### src/rtl/shift_ser_pkg.sv
// Shared types and defaults for the serial-transmit controller.
// Holds the FSM state encoding and the counter-width helper.
package shift_ser_pkg;

    localparam int unsigned DEF_WIDTH      = 32'd16;
    localparam int unsigned DEF_GAP_CYCLES = 32'd1;

    typedef enum logic [1:0] {
        IDLE   = 2'd0,
        SHIFT  = 2'd1,
        PARITY = 2'd2,
        GAP    = 2'd3
    } state_e;

    // Bits needed to count 0..n-1, never less than one bit.
    function automatic int unsigned cnt_w(input int unsigned n);
        return (n <= 32'd2) ? 32'd1 : $clog2(n);
    endfunction

endpackage

### src/rtl/shift_ser_ctrl_if.sv
// Producer-side word handshake plus serial-line outputs of shift_ser_ctrl.
interface shift_ser_ctrl_if
    import shift_ser_pkg::*;
#(
    parameter int unsigned WIDTH = DEF_WIDTH
);
    logic             inValid;
    logic             inReady;
    logic [WIDTH-1:0] inData;
    logic             abort;
    logic             serOut;
    logic             serValid;
    logic             frameStart;
    logic             frameEnd;
    logic             busy;

    modport master (
        output inValid, inData, abort,
        input  inReady, serOut, serValid, frameStart, frameEnd, busy
    );

    modport slave (
        input  inValid, inData, abort,
        output inReady, serOut, serValid, frameStart, frameEnd, busy
    );
endinterface

### src/rtl/shift_reg_w.sv
// WIDTH-bit load/shift register: load beats shift, shift is left by one with zero fill.
module shift_reg_w #(
    parameter int unsigned WIDTH = 16
) (
    input  logic             clk,
    input  logic             rst,
    input  logic             load,
    input  logic             shift_en,
    input  logic [WIDTH-1:0] d,
    output logic             msb
);
    logic [WIDTH-1:0] data_d;
    logic [WIDTH-1:0] data_q;

    // Next register value: load, shift or hold.
    always_comb begin
        data_d = data_q;
        if (load) begin
            data_d = d;
        end else if (shift_en) begin
            data_d = {data_q[WIDTH-2:0], 1'b0};
        end else begin
            data_d = data_q;
        end
    end

    // Register storage.
    always_ff @(posedge clk or negedge rst) begin
        if (!rst) begin
            data_q <= {WIDTH{1'b0}};
        end else begin
            data_q <= data_d;
        end
    end

    assign msb = data_q[WIDTH-1];
endmodule

### src/rtl/shift_ser_ctrl.sv
// Serial-transmit controller: accepts a word, shifts it out MSB first with frame markers.
// Define PARITY_EN to append an even-parity bit after the data bits.
module shift_ser_ctrl
    import shift_ser_pkg::*;
#(
    parameter int unsigned WIDTH      = DEF_WIDTH,
    parameter int unsigned GAP_CYCLES = DEF_GAP_CYCLES
) (
    input  logic              clk,
    input  logic              rst,
    shift_ser_ctrl_if.slave   bus
);
    localparam int unsigned        CNT_W    = cnt_w(WIDTH);
    localparam int unsigned        GAP_W    = cnt_w(GAP_CYCLES + 32'd1);
    localparam logic [CNT_W-1:0]   LAST_BIT = CNT_W'(WIDTH - 32'd1);
    localparam logic [GAP_W-1:0]   LAST_GAP = GAP_W'((GAP_CYCLES == 32'd0) ? 32'd0 : GAP_CYCLES - 32'd1);
    localparam state_e             POST_FRAME = (GAP_CYCLES == 32'd0) ? IDLE : GAP;
`ifdef PARITY_EN
    localparam state_e             POST_DATA  = PARITY;
`else
    localparam state_e             POST_DATA  = POST_FRAME;
`endif

    state_e             state_d, state_q;
    logic [CNT_W-1:0]   cnt_d, cnt_q;
    logic [GAP_W-1:0]   gap_d, gap_q;
    logic               load_s;
    logic               shift_s;
    logic [WIDTH-1:0]   load_data_s;
    logic               msb_s;
`ifdef PARITY_EN
    logic               par_d, par_q;
`endif

    shift_reg_w #(.WIDTH(WIDTH)) u_sreg (
        .clk      (clk),
        .rst      (rst),
        .load     (load_s),
        .shift_en (shift_s),
        .d        (load_data_s),
        .msb      (msb_s)
    );

    // Next-state, counter and register-control logic; abort clears everything back to IDLE.
    always_comb begin
        state_d     = state_q;
        cnt_d       = cnt_q;
        gap_d       = gap_q;
        load_s      = 1'b0;
        shift_s     = 1'b0;
        load_data_s = {WIDTH{1'b0}};
`ifdef PARITY_EN
        par_d       = par_q;
`endif
        if (bus.abort) begin
            if (state_q != IDLE) begin
                state_d = IDLE;
                cnt_d   = {CNT_W{1'b0}};
                gap_d   = {GAP_W{1'b0}};
                load_s  = 1'b1;
`ifdef PARITY_EN
                par_d   = 1'b0;
`endif
            end else begin
                state_d = IDLE;
            end
        end else begin
            case (state_q)
                IDLE: begin
                    if (bus.inValid) begin
                        state_d     = SHIFT;
                        cnt_d       = {CNT_W{1'b0}};
                        load_s      = 1'b1;
                        load_data_s = bus.inData;
`ifdef PARITY_EN
                        par_d       = ^bus.inData;
`endif
                    end else begin
                        state_d = IDLE;
                    end
                end
                SHIFT: begin
                    shift_s = 1'b1;
                    if (cnt_q == LAST_BIT) begin
                        state_d = POST_DATA;
                        cnt_d   = {CNT_W{1'b0}};
                        gap_d   = {GAP_W{1'b0}};
                    end else begin
                        cnt_d = cnt_q + {{(CNT_W-1){1'b0}}, 1'b1};
                    end
                end
                PARITY: begin
                    state_d = POST_FRAME;
                    gap_d   = {GAP_W{1'b0}};
                end
                GAP: begin
                    if (gap_q == LAST_GAP) begin
                        state_d = IDLE;
                        gap_d   = {GAP_W{1'b0}};
                    end else begin
                        gap_d = gap_q + {{(GAP_W-1){1'b0}}, 1'b1};
                    end
                end
                default: begin
                    state_d = IDLE;
                end
            endcase
        end
    end

    // State, counters and parity bit.
    always_ff @(posedge clk or negedge rst) begin
        if (!rst) begin
            state_q <= IDLE;
            cnt_q   <= {CNT_W{1'b0}};
            gap_q   <= {GAP_W{1'b0}};
`ifdef PARITY_EN
            par_q   <= 1'b0;
`endif
        end else begin
            state_q <= state_d;
            cnt_q   <= cnt_d;
            gap_q   <= gap_d;
`ifdef PARITY_EN
            par_q   <= par_d;
`endif
        end
    end

    // Serial outputs decoded purely from registered state.
    always_comb begin
        bus.serOut     = 1'b0;
        bus.serValid   = 1'b0;
        bus.frameStart = 1'b0;
        bus.frameEnd   = 1'b0;
        case (state_q)
            SHIFT: begin
                bus.serOut     = msb_s;
                bus.serValid   = 1'b1;
                bus.frameStart = (cnt_q == {CNT_W{1'b0}});
`ifdef PARITY_EN
                bus.frameEnd   = 1'b0;
`else
                bus.frameEnd   = (cnt_q == LAST_BIT);
`endif
            end
`ifdef PARITY_EN
            PARITY: begin
                bus.serOut     = par_q;
                bus.serValid   = 1'b1;
                bus.frameEnd   = 1'b1;
            end
`endif
            default: begin
                bus.serOut     = 1'b0;
                bus.serValid   = 1'b0;
            end
        endcase
    end

    // inReady also drops while reset is held, before any edge.
    assign bus.inReady = (state_q == IDLE) && rst;
    assign bus.busy    = (state_q != IDLE);
endmodule

### src/flat_wrapper.sv
// flat-port wrapper written by rule: the top's interface ports become plain ports
module shift_ser_ctrl_flat import shift_ser_pkg::*;
#(
    parameter int unsigned WIDTH      = DEF_WIDTH,
    parameter int unsigned GAP_CYCLES = DEF_GAP_CYCLES
)
  (clk, rst, bus_inValid, bus_inData, bus_abort, bus_inReady, bus_serOut, bus_serValid, bus_frameStart, bus_frameEnd, bus_busy);
  shift_ser_ctrl_if #(.WIDTH(WIDTH)) bus_i ();
  input  logic clk;
  input  logic rst;
  input wire logic [$bits(bus_i.inValid)-1:0] bus_inValid;
  input wire logic [$bits(bus_i.inData)-1:0] bus_inData;
  input wire logic [$bits(bus_i.abort)-1:0] bus_abort;
  output wire logic [$bits(bus_i.inReady)-1:0] bus_inReady;
  output wire logic [$bits(bus_i.serOut)-1:0] bus_serOut;
  output wire logic [$bits(bus_i.serValid)-1:0] bus_serValid;
  output wire logic [$bits(bus_i.frameStart)-1:0] bus_frameStart;
  output wire logic [$bits(bus_i.frameEnd)-1:0] bus_frameEnd;
  output wire logic [$bits(bus_i.busy)-1:0] bus_busy;
  assign bus_i.inValid = bus_inValid;
  assign bus_i.inData = bus_inData;
  assign bus_i.abort = bus_abort;
  assign bus_inReady = bus_i.inReady;
  assign bus_serOut = bus_i.serOut;
  assign bus_serValid = bus_i.serValid;
  assign bus_frameStart = bus_i.frameStart;
  assign bus_frameEnd = bus_i.frameEnd;
  assign bus_busy = bus_i.busy;
  shift_ser_ctrl #(.WIDTH(WIDTH), .GAP_CYCLES(GAP_CYCLES)) u_core (.clk(clk), .rst(rst), .bus(bus_i));
endmodule
### config.mk
export PLATFORM = sky130hd
export DESIGN_NAME = shift_ser_ctrl_flat
export DESIGN_NICKNAME = d
export VERILOG_FILES = /design/src/rtl/shift_ser_pkg.sv /design/src/rtl/shift_ser_ctrl_if.sv /design/src/rtl/shift_reg_w.sv /design/src/rtl/shift_ser_ctrl.sv /design/src/flat_wrapper.sv
export SDC_FILE = /design/constraint.sdc
export NUM_CORES = 1
export LEC_CHECK = 0
export CAP_MARGIN = 5
export CORE_MARGIN = 5
export CORE_UTILIZATION = 45
export CTS_CLUSTER_SIZE = 20
export DETAILED_ROUTE_END_ITERATION = 10
export GPL_TIMING_DRIVEN = 1
export MAX_ROUTING_LAYER = met4
export PLACE_DENSITY = 0.74
export REMOVE_ABC_BUFFERS = 1
export SKIP_LAST_GASP = 1
export SLEW_MARGIN = 10
export SYNTH_ARGS = -nofsm -noshare
export SYNTH_HDL_FRONTEND = slang
export SYNTH_HIERARCHICAL = 1
export SYNTH_SLANG_ARGS = --single-unit
export TNS_END_PERCENT = 1
### constraint.sdc
create_clock -name clk -period 2.98 [get_ports clk]
set_input_delay 0.596 -clock clk [delete_from_list [all_inputs] [get_ports clk]]
set_output_delay 0.596 -clock clk [all_outputs]
set_load 0.005 [all_outputs]
==> impl_metrics.json, run 1 <==
{
  "viasPerCell": 5.33,
  "ys.flop_type": "dfrtp_1",
  "drv_slew": 0,
  "synth_most_common_cell": "dfrtp_1",
  "yosysTopAreaCell": "dfrtp_1",
  "die_area_um2": 4170,
  "worstSkewPairLatency_ns": 0.30,
  "wl_per_cell_um": 12.6,
  "finish.instance_area_um2": 1620,
  "min_from": "u_core/u_sreg/data_q[12]",
  "fin_crit_sh": 0.825,
  "drive_above_1_share": 0.118,
  "worstMarginPinSlew_ns": 1.01,
  "grt_usage": 0.130,
  "grt_pass1_vias": 1018,
  "drt_first_iter_violations": 60,
  "r2r_cells": 4,
  "fin_crit_ns": 2.46,
  "grt_pass1_wl_mm": 4.26,
  "die_h_um": 64.5,
  "leakage_nw": 0.698,
  "num_rows": 19,
  "area_growth_pct": 20.8,
  "status": "finished clean",
  "synth_edf_count": 0,
  "synth_top_area_frac": 0.411,
  "cellPowerDensity_nw_per_um2": 714,
  "synthTopCellsByArea": "dfrtp_1 (41%), mux2i_1 (13%), and2_4 (5.9%), nand2_1 (5.9%), and2_1 (4.2%)",
  "min_path_type": "flip-flop to flip-flop",
  "reg2reg_to": "u_core/u_sreg/data_q[13]",
  "clk_path_buf_depth": 2,
  "fillers": 251,
  "maxCapViolCount": 0,
  "ys_seq_elements": 22,
  "synthArstFlopShare": 1.00,
  "io_buffer_count": 25,
  "num-nets-final": 186,
  "gr-total-overflow": 0,
  "finalHoldViolCount": 0,
  "routed_wl_mm": 2.42,
  "max_freq_mhz": 407,
  "rsz0062_at_grt": "false",
  "cts_made_buffers": 3,
  "path_max_fanout": 8,
  "cts_max_level": 1,
  "yosysWarnings": 6,
  "drtPass1Iterations": 4,
  "holdPathEnd": "u_core/u_sreg/data_q[12]",
  "place_congestion": 0.843,
  "antenna_cells": 0,
  "fp.dieW_um": 64.5,
  "skew_ns": 0.00599,
  "route.vias.total": 1024,
  "reg2reg_slack_ns": 1.04,
  "synthTopCellsByCount": "dfrtp_1 (22), nand2_1 (21), mux2i_1 (18)",
  "cts_sinks": 22,
  "hold_depth": 2,
  "setup_viol": 0,
  "path_clk_slew_ns": 0.12,
  "synth_area_per_cell_um2": 9.77,
  "place_hpwl_mm": 1.82,
  "relSlewSlack": 0.326,
  "postCtsSetupBuffers": 0,
  "synth-seq-area-share": 0.411,
  "antenna_found_initial": 0,
  "core_um2": 2810,
  "grt_max_degree": 33,
  "syn_inst": 137,
  "antenna_left": 0,
  "cts_tree": "done",
  "setup_tns_ns": 0,
  "synthesis.area_um2": 1340,
  "criticalPathCategory": "flip-flop to output pin",
  "clockRootBuffer": "clkbuf_4",
  "initial_core_util": 0.477,
  "rr_startpoint": "u_core/state_q[0]",
  "cts-resized-gates": 0,
  "io_pins": 26,
  "endpoint_kind": "output pin",
  "cp-start-kind": "flip-flop",
  "synth_cell_types": 30,
  "ir_drop_uv": 241,
  "dpl_cell_area_um2": 1580,
  "cp.required_ns": 2.38,
  "worstPathArrival_ns": 1.86,
  "cts_hold_buf": 0,
  "drc": 0
}
[cells in the final DEF, fill, tap and decap left out, types with 3 or more instances in the layout]
master and instances:
clkdlybuf4s50_1 25, dfrtp_1 22, nand2_1 21, mux2i_1 18, o21ai_1 10, and2_1 9
and2_4 9, o21ai_0 8, inv_1 7, nand3_1 4, ha_1 4, clkbuf_4 3
buf_4 3
[layer usage]
metal,GRT usage,up-vias,wire [µm]
met5,-,-,0
met4,0.0317,0,23
met2,0.235,23,1160
li1,-,513,-
met3,0.0276,4,123
met1,0.148,484,1120
[state kept, by name (all words and copies together) (netlist names)]
name                  count
u_core/cnt_q              4
u_core/state_q            2
u_core/u_sreg/data_q     16
[final cells by class]
cell class / instances / area (µm²) / share of cell area
tap: 31 / 38.8 / 0.0240
sequential: 22 / 551 / 0.340
timing repair buffer: 28 / 273 / 0.169
clock buffer: 4 / 36.3 / 0.0224
multi-input combinational: 100 / 693 / 0.428
inverter: 7 / 26.3 / 0.0162
[worst max path at each step]
stage	cells after the start	slack, ns	to	start
6_report	5	0.52	bus_frameStart	u_core/state_q[1]
5_1_grt	5	0.34	bus_frameStart	u_core/state_q[1]
4_1_cts	5	0.52	bus_frameStart	u_core/state_q[1]
3_5_place_dp	4	0.44	u_core/u_sreg/data_q[3]	bus_abort
3_3_place_gp	5	0.51	u_core/u_sreg/data_q[0]	bus_abort
2_1_floorplan	4	0.32	u_core/u_sreg/data_q[13]	u_core/state_q[0]
[power breakdown]
| part | leakage (nW) | switching (W) | internal (W) |
|---|---|---|---|
| registers | 0.300 | 0.0000600 | 0.000403 |
| clock network | 0.0210 | 0.0000885 | 0.0000746 |
| logic | 0.376 | 0.000273 | 0.000256 |
| total | 0.698 | 0.000422 | 0.000733 |
[worst max-delay path: stages (launching register included)]
cell and delay, ns:
dfrtp_1 0.38, inv_1 0.09, ha_1 0.31, nand2_1 0.09, nor3_1 0.15, clkdlybuf4s50_1 0.53
[stage by stage]
stage	utilization	total power, W	std cells	hold WS (ns)	setup slack [ns]
2_1_floorplan	-	0.000810	129	0.300	0.316
3_3_place_gp	0.564	0.000980	188	0.527	0.515
3_5_place_dp	0.564	0.00100	188	0.542	0.439
4_1_cts	0.577	0.00117	192	0.568	0.516
5_1_grt	0.577	0.00125	192	0.605	0.338
6_report	0.577	0.00116	192	0.566	0.523
[kinds of logic after synthesis]
logic type                 synth area share
muxes                                 0.135
DFF                                   0.411
adders and majority gates            0.0374
and+or+nand+nor                       0.221
buffers and inverters                0.0738
AOI/OAI and AO/OA                     0.122
(Power assumes the default switching activity.)
==> inputs of run 2 (changes only) <==
==> constraint.sdc (replaced) <==
create_clock -name clk -period 2.5 [get_ports clk]
set_input_delay 0.5 -clock clk [delete_from_list [all_inputs] [get_ports clk]]
set_output_delay 0.5 -clock clk [all_outputs]
set_load 0.005 [all_outputs]
==> run 2 against run 1 <==
  * Cell count rose by 0.52%
  * Setup slack got worse by 0.34 ns
  * Total power increased by 20%
  * Final area grew 0.46%
  * Global-route usage grew 0.61 points
  * Sequential share of layout area fell by 0.16 points
  * Clock power is 17% higher
  * Die area unchanged
  * First-iteration DRC count is 38% lower
  * Register-to-register slack got worse by 0.35 ns
  * Routed wire length shrank 1.6%
  * Highest routed layer unchanged
==> impl_metrics.json, run 2 (synthesis gave the netlist of run 1 again) <==
{
  "gr-usage-met3": 0.0276,
  "viasPerCell": 5.13,
  "final_common_cell": "clkdlybuf4s50_1",
  "place_congestion": 0.864,
  "critPathLaunch": "u_core/state_q[1]",
  "drive_above_1_share": 0.123,
  "drv_slew": 0,
  "worstSkewPairLatency_ns": 0.30,
  "met1_usage": 0.160,
  "die_area_um2": 4170,
  "wl_per_cell_um": 12.3,
  "path_max_fanout": 8,
  "endpoint": "bus_frameStart",
  "setup_tns_ns": 0,
  "cts-resized-gates": 0,
  "drtPass1Iterations": 3,
  "relSlewSlack": 0.574,
  "rr_startpoint": "u_core/state_q[1]",
  "num-nets-final": 187,
  "reg2reg_slack_ns": 0.69,
  "fin_crit_ns": 2.31,
  "path_clk_slew_ns": 0.12,
  "cp-start-kind": "flip-flop",
  "status": "finished clean",
  "area_growth_pct": 21.4,
  "initial_core_util": 0.477,
  "grt_max_degree": 23,
  "leakage_nw": 0.703,
  "cts_made_buffers": 3,
  "place_hpwl_mm": 1.86,
  "drt_first_iter_violations": 37,
  "antenna_found_initial": 0,
  "io_buffer_count": 25,
  "grtUsageMet2": 0.237,
  "reg2reg_to": "u_core/u_sreg/data_q[4]",
  "final_cell_mix": "clkdlybuf4s50_1 (25), dfrtp_1 (22), nand2_1 (21), mux2i_1 (18), o21ai_1 (10)",
  "clk_path_buf_depth": 2,
  "setup_viol": 0,
  "worstPathArrival_ns": 1.81,
  "max_freq_mhz": 432,
  "criticalPathCategory": "flip-flop to output pin",
  "final_util": 0.579,
  "clockRootBuffer": "clkbuf_4",
  "cts_sinks": 22,
  "cts_max_level": 1,
  "postCtsSetupBuffers": 0,
  "finalHoldViolCount": 0,
  "drc": 0,
  "grt_pass1_wl_mm": 4.46,
  "gr-total-overflow": 0,
  "routed_wl_mm": 2.38,
  "core_um2": 2810,
  "cts_hold_buf": 0,
  "top_usage_layer": "met2",
  "antenna_cells": 0,
  "r2r_cells": 7,
  "io_pins": 26,
  "top_regs": "u_core/u_sreg/data_q: 16 flops, u_core/cnt_q: 4 flops, u_core/state_q: 2 flops",
  "route.vias.total": 991,
  "skew_ns": 0.00386,
  "min_path_type": "input port to async pin",
  "antenna_left": 0,
  "fin_crit_sh": 0.925,
  "die_h_um": 64.5,
  "worstMarginPinSlew_ns": 0.639,
  "maxCapViolCount": 0,
  "ir_drop_uv": 300,
  "grt_usage": 0.137,
  "num_rows": 19,
  "rsz0062_at_grt": "false",
  "grt_pass1_vias": 1057,
  "cts_tree": "done",
  "cellPowerDensity_nw_per_um2": 850,
  "endpoint_kind": "output pin",
  "regMostFlops": "u_core/u_sreg/data_q",
  "cp.required_ns": 2.00,
  "fp.dieW_um": 64.5,
  "largest_reg_flops": 16
}
[run 2: changes by cell type in the layout (fill, tap and decap cells not counted), sizes merged]
cell  previous run  this run
buf              3         4
[run 2: through the flow]
step | cells | area, µm² | total power [W] | setup WS (ns) | hold WS (ns)
detailed placement | 189 | 1590 | 0.00121 | 0.245 | 0.542
global placement | 189 | 1590 | 0.00118 | 0.335 | 0.526
global route | 193 | 1630 | 0.00151 | 0.0485 | 0.557
finish | 193 | 1630 | 0.00138 | 0.187 | 0.553
CTS | 193 | 1630 | 0.00140 | 0.164 | 0.559
floorplan | 129 | 1270 | 0.000966 | -0.164 | 0.204
[run 2: worst min-delay path by stage]
stage	cells after the start	from	to	slack, ns
6_report	2	rst	u_core/u_sreg/data_q[15]	0.55
5_1_grt	2	rst	u_core/u_sreg/data_q[14]	0.56
4_1_cts	2	rst	u_core/u_sreg/data_q[15]	0.56
3_5_place_dp	2	u_core/u_sreg/data_q[0]	u_core/u_sreg/data_q[0]	0.54
3_3_place_gp	2	u_core/state_q[1]	u_core/state_q[1]	0.53
2_1_floorplan	0	rst	u_core/cnt_q[0]	0.20
[run 2: layout make-up]
type                       count  area, µm²
multi-input combinational    100        693
tap                           31       38.8
inverter                       7       26.3
timing repair buffer          29        280
sequential                    22        551
fill                         259       1180
clock buffer                   4       36.3
[run 2: routing by layer]
layer	share of wire	vias up
met5	0	-
met4	0.0021	0
met3	0.036	2
met2	0.48	21
met1	0.48	452
li1	-	516
[run 2: report_power, final]
part	switching (W)	internal [W]
clock network	0.000102	0.0000888
registers	0.0000684	0.000480
logic	0.000328	0.000314
total	0.000498	0.000883
[run 2: worst max-delay path, stage by stage (launching register included)]
cell	delay (ns)
dfrtp_1	0.38
inv_1	0.09
ha_1	0.30
nand2_1	0.08
nor3_1	0.13
clkdlybuf4s50_1	0.52
